$ cat config.mk
export PLATFORM = sky130hd
export DESIGN_NAME = servo_pwm
export DESIGN_NICKNAME = d
export VERILOG_FILES = /design/src/rtl/servo_pwm.sv
export SDC_FILE = /design/constraint.sdc
export NUM_CORES = 1
export LEC_CHECK = 0
export ABC_AREA = 0
export CORE_MARGIN = 5
export CORE_UTILIZATION = 30
export DETAILED_ROUTE_END_ITERATION = 12
export PLACE_DENSITY = 0.45
export SETUP_SLACK_MARGIN = 0.02
export SYNTH_ARGS = -nofsm -noshare
export SYNTH_HDL_FRONTEND = slang
export SYNTH_SLANG_ARGS = --single-unit
$ cat constraint.sdc
create_clock -name clk -period 8.2 [get_ports clk]
set_input_delay 1.23 -clock clk [delete_from_list [all_inputs] [get_ports clk]]
set_output_delay 1.23 -clock clk [all_outputs]
set_load 0.1 [all_outputs]
$ cat src/rtl/servo_pwm.sv
// servo_pwm: hobby-servo PWM generator.
// A free-running frame counter produces one pulse per frame, with the
// width set by the position latched at the end of the previous frame.
// Optional feature macro: SERVO_PWM_SLEW_EN limits how far the applied
// position may move per frame (by SLEW_STEP); without it the target
// position is loaded directly.
module servo_pwm #(
  parameter int unsigned FRAME_CYCLES = 1000000,
  parameter int unsigned MIN_CYCLES   = 50000,
  parameter int unsigned STEP_CYCLES  = 196,
  parameter int unsigned RESET_POS    = 128,
  parameter int unsigned SLEW_STEP    = 4
) (
  input  logic       clk,
  input  logic       rst_n,
  input  logic [7:0] pos,
  input  logic       enable,
  output logic       servo_pulse,
  output logic       frame_start,
  output logic [7:0] pos_applied
);

  localparam logic [19:0] LAST_CNT    = 20'(FRAME_CYCLES - 1);
  localparam logic [31:0] WIDTH_LIMIT = 32'(FRAME_CYCLES - 1);
  localparam logic [7:0]  RESET_POS_L = 8'(RESET_POS);

  logic [19:0] cnt_q, cnt_d;
  logic        en_l_q, en_l_d;
  logic [7:0]  pos_applied_q, pos_applied_d;
  logic        servo_pulse_q, servo_pulse_d;
  logic        frame_start_q, frame_start_d;

  logic        frame_end;
  logic [7:0]  pos_next;
  logic [31:0] width_full;
  logic [19:0] width;

`ifdef SERVO_PWM_SLEW_EN
  localparam logic signed [8:0] SLEW_S = 9'(SLEW_STEP);
  logic signed [8:0] pos_diff;

  // Step the applied position toward the target by at most SLEW_STEP;
  // the final partial step lands exactly on the target, so no overshoot.
  always_comb begin
    pos_diff = $signed({1'b0, pos}) - $signed({1'b0, pos_applied_q});
    if (pos_diff > SLEW_S) begin
      pos_next = pos_applied_q + 8'(SLEW_STEP);
    end else if (pos_diff < -SLEW_S) begin
      pos_next = pos_applied_q - 8'(SLEW_STEP);
    end else begin
      pos_next = pos;
    end
  end
`else
  // Without slew limiting the target is applied as-is at frame end.
  always_comb begin
    pos_next = pos;
  end
`endif

  // Pulse width from the applied position, clamped below the frame length
  // so a mis-parameterised instance still produces one low cycle per frame.
  always_comb begin
    width_full = 32'(MIN_CYCLES) + (32'(pos_applied_q) * 32'(STEP_CYCLES));
    if (width_full > WIDTH_LIMIT) begin
      width = LAST_CNT;
    end else begin
      width = width_full[19:0];
    end
  end

  // Next-state logic: counter wrap, frame-end sampling of inputs, and the
  // registered pulse/strobe that lag the counter by one cycle.
  always_comb begin
    frame_end     = (cnt_q == LAST_CNT);
    cnt_d         = frame_end ? 20'd0 : cnt_q + 20'd1;
    en_l_d        = en_l_q;
    pos_applied_d = pos_applied_q;
    if (frame_end) begin
      en_l_d        = enable;
      pos_applied_d = pos_next;
    end
    servo_pulse_d = en_l_q && (cnt_q < width);
    frame_start_d = (cnt_q == 20'd0);
  end

  // State registers; reset clears the pulse immediately without a clock edge.
  always_ff @(posedge clk or negedge rst_n) begin
    if (!rst_n) begin
      cnt_q         <= 20'd0;
      en_l_q        <= 1'b0;
      pos_applied_q <= RESET_POS_L;
      servo_pulse_q <= 1'b0;
      frame_start_q <= 1'b0;
    end else begin
      cnt_q         <= cnt_d;
      en_l_q        <= en_l_d;
      pos_applied_q <= pos_applied_d;
      servo_pulse_q <= servo_pulse_d;
      frame_start_q <= frame_start_d;
    end
  end

  assign servo_pulse = servo_pulse_q;
  assign frame_start = frame_start_q;
  assign pos_applied = pos_applied_q;

endmodule

Yosys cells after proc, flatten, opt, wreduce, memory -nomap -nowiden:

Index checks and enable logic that the tools add are counted.

* flip-flop bits (word level): 31
* output and inout bits: 10

* equality and inequality tests: 1
* multiplexer cells: 2
* multipliers: 1
* $add $sub $neg: 2
* reductions and logical operators: 2
* magnitude comparators: 2

Operators with widths (number)
* 20-bit two-way mux: 2
* 20-bit by 1-bit adder with 20-bit output, second input constant: 1
* 20-bit equality test, second input constant: 1
* 17-bit by 20-bit > comparator with 1-bit output, second input constant: 1
* 20-bit zero test: 1
* 20-bit < comparator: 1
* 16-bit by 16-bit adder with 17-bit output, first input constant: 1
* 8-bit by 6-bit multiplier with 14-bit output, second input constant: 1
* 1-bit logical AND: 1

Logic depth before layout (Yosys ltp):

* depth after elaboration: 6
* gate-level depth with buffers: 18
* mapped depth without buffers: 18

Worst setup path after synthesis:

OpenSTA, ideal clock, no wires.

* kind: reg-to-reg
* start: register pos_applied_q[2], in the netlist pos_applied[2]
* end: register servo_pulse_q, in the netlist servo_pulse
* data required time: 8123 ps
* data arrival time: 4407 ps
* library setup time: 77 ps
* period minus slack after synthesis: 4484 ps
* stages on the path, launching flop included: 17
* path buffers: 0
* setup slack: 3716 ps
* cell sequence: dfrtp_1 ha_1 fa_1 ha_1 ha_1 inv_1 fa_1 and2b_1 a21oi_1 nand3_1 xor2_1 ha_1 a21o_1 a21o_1 a21oi_1 o21ai_0 a21oi_1

* cells in the longest elaborated chain, start to end: 6

Ends and longest elaborated chain
* start, declared: line 29 `logic [7:0] pos_applied_q, pos_applied_d;`
* start signal, assigned: line 98 `pos_applied_q <= pos_applied_d;`
* 8-bit by 6-bit multiplier with 14-bit output *: line 64 `width_full = 32'(MIN_CYCLES) + (32'(pos_applied_q) * 32'(STEP_CYCLES));`
* 16-bit by 16-bit adder with 17-bit output *: line 64
* 17-bit by 20-bit > comparator with 1-bit output: line 65 `if (width_full > WIDTH_LIMIT) begin`
* 20-bit two-way mux *: line 65
* 20-bit < comparator *: line 83 `servo_pulse_d = en_l_q && (cnt_q < width);`
* 1-bit logical AND *: line 83
* named net servo_pulse_d: line 30 `logic servo_pulse_q, servo_pulse_d;`
* end signal, assigned: line 99 `servo_pulse_q <= servo_pulse_d;`
* end, declared: line 30

The timed path passes the listed nets; every way through them passes the cells marked *.
A chain may end at the register's enable or synchronous reset.

Worst setup path after layout:

Same ends and word-level chain as after synthesis.

==> run summary <==
status: finished clean
Layout Nets: 324
fraction of registers with async set/reset: 1.000
Max-Slew Margin vs Limit: 0.3443
initial antenna violation count: 0
Mapped Nets: 298
startpoint types: flop
ys flop type: dfrtp_1
Port Buffers: 20
Synth Cell Area: 2491 µm²
CTS tree: built
critical path fanouts, max: 6
CP delay by family, top: adder cells
Die Ht: 101.1 µm
clk slew on worst S/H paths: 0.06 ns
crit path time final: 4.092 ns
actual slew at the worst max-slew pin: 0.9804 ns
class of the worst hold path: flop to flop
Worst R2R End: servo_pulse
Worst Setup End Kind: flop
Clock Sinks: 31
Setup WS pre-CTS: 4.130 ns
Longest Clk Path Bufs: 2
r2r setup slk: 4.11 ns
Die Footprint: 10230 µm²
Vias/cell: 4.743
most frequent cells in the layout: ha_1, dfrtp_1, clkdlybuf4s50_1
fillers: 801
gp weighted congestion: 0.7210
WHS Endpoint: en_l_q
dpl hpwl: 3983 µm
Synth Instances: 239
Seq cells post-synth: 31
wire per inst: 13.64 µm
FP Rows: 33
CORE AREA: 8134 µm²
htree depth: 2
initial cell density of the core: 0.3063
TritonRoute pass-1 iters: 4
GRT Total Usage: 0.1080
r2r worst-path depth: 16
RSZ-0062 raised after global routing: false
# IOs: 21
Synth cell types: 45
Crit-path slowest cell: fa_1
setup repair bufs after CTS: 0
total grt overflow: 0
Top cell by count, worst path: ha_1
Yosys warning total: 0
vias in the first global route: 1895
max frequency: 244.4 MHz
Leak: 0.001496 µW
pwr dens: 96.48 nW/µm²
drt initial violations: 49
Final Setup Violations: 0
area growth from synthesis to layout: 16.47%
fin crit share: 0.4991
proportion of layout cells with a drive suffix above 1: 0.09434
FF-to-FF Start: pos_applied[2]
hold_sp: en_l_q
WHS Path Cells: 1
number of synthesized flops with an enable pin: 0
Final Power: 279.9 µW
CTS root buffer: clkbuf_8
Max Cap Viol: 0
Clock Latency Late Sink: 0.28 ns
worst path arrival time: 4.28 ns
cts repair resizes: 0
top-area cell type share of the netlist area: 0.3014
worst-path cell chain: ha_1, fa_1, ha_1, ha_1, inv_1, fa_1, and2b_1, a21oi_1, nand3_1, xor2_1, ha_1, a21o_1, a21o_1, a21oi_1, o21ai_0, a21oi_1
# hold bufs at CTS: 0
largest net degree at the start of global routing: 32
WL final: 5045 µm
via count: 1755
most common cell after layout, fill and taps aside: ha_1
syn_area_per_cell: 10.42 µm²
Final Hold Fails: 0
Final ANT Viol Nets: 0
Worst VDD drop: 0.00005409 V
Synth area leaders: dfrtp_1, ha_1, xor2_1, xnor2_1, nand3_1
slowest cell delay on critical path: 0.46 ns
final worst setup slack: 4.108 ns
Inserted Clock Buffers: 5
post-synth top area cell: dfrtp_1
Setup TNS: 0 ns
buffers and inverters on the worst path: 1
max-slew violation count: 0
Setup CP Type: flop to flop
Residual DRC: 0
Diodes inserted: 0
CP required: 8.39 ns
Chip Width: 101.1 µm
Worst Skew: 0.007575 ns
register area share after synthesis: 0.3119
global-route wire length before repair: 8852 µm
==> cell type report <==
type                    instances  area [µm²]  share of cell area
well taps                     105       131.4             0.04528
clock buffers                   6       82.58             0.02846
flip-flops and latches         31       777.0              0.2678
inverters                      11       41.29             0.01423
clock inverters                 1       5.005            0.001725
multi-input cells             194        1649              0.5683
repair buffers                 22       215.2             0.07417
==> routing by layer <==
layer	wire, µm	up-vias	global-route usage
met1	2534	807	0.1483
met4	33	0	0.02147
met3	245	2	0.03114
li1	-	905	-
met2	2232	41	0.1700
met5	0	-	0
==> cells by family (layout without fill, tap and decap cells) <==
| logic type | count (synthesis) | in the layout | synth area share |
|---|---|---|---|
| AO/OA/AOI/OAI | 28 | 28 | 0.07786 |
| XOR/XNOR | 32 | 32 | 0.1125 |
| adder cells (fa/ha/maj) | 48 | 48 | 0.2501 |
| buffers and inverters | 14 | 40 | 0.02612 |
| flip-flops | 31 | 31 | 0.3119 |
| multiplexers | 8 | 8 | 0.03566 |
| AND/OR/NAND/NOR | 78 | 78 | 0.1858 |
==> sequential cells by signal (all words and copies together), names as in the netlist <==
name         count
en_l_q           1
servo_pulse      1
cnt_q           20
pos_applied      8
frame_start      1
==> Yosys cell counts, drive strengths merged (2+ instances only) <==
cell / number
and2b: 2
nor2: 18
mux2: 7
nand2: 9
and4: 2
a21o: 8
xnor2: 15
xor2: 17
and3: 4
nor3b: 2
nand4: 5
inv: 11
or3: 2
nand2b: 3
ha: 45
a21oi: 10
dfrtp: 30
nor4: 6
fa: 3
nor2b: 3
o21ai: 5
buf: 3
nand3: 15
nor3: 2
==> stage by stage <==
step                        util  cells  instance area (µm²)  hold slack (ns)
after floorplan                -    239                 2491           0.4644
after global routing      0.3567    370                 2902           0.5354
after detailed placement  0.3459    363                 2814           0.4971
after CTS                 0.3567    370                 2902           0.5158
final                     0.3567    370                 2902           0.5118
after global placement    0.3459    363                 2814           0.5033
==> how the worst max path moves through the flow <==
stage                    from           to  slack (ns)  cells past startpoint
3_3_place_gp   pos_applied[2]  servo_pulse        4.20                     16
4_1_cts        pos_applied[2]  servo_pulse        4.10                     18
3_5_place_dp   pos_applied[2]  servo_pulse        4.13                     18
6_report       pos_applied[2]  servo_pulse        4.11                     16
2_1_floorplan  pos_applied[2]  servo_pulse        3.72                     16
5_1_grt        pos_applied[2]  servo_pulse        3.78                     18
==> where the power goes <==
group	internal (µW)	total, µW	switching [µW]
Sequential	153	153	0
Clock	65.7	119	53.3
Combinational	4.44	7.89	3.44
Power figures use the tool's default switching activity.
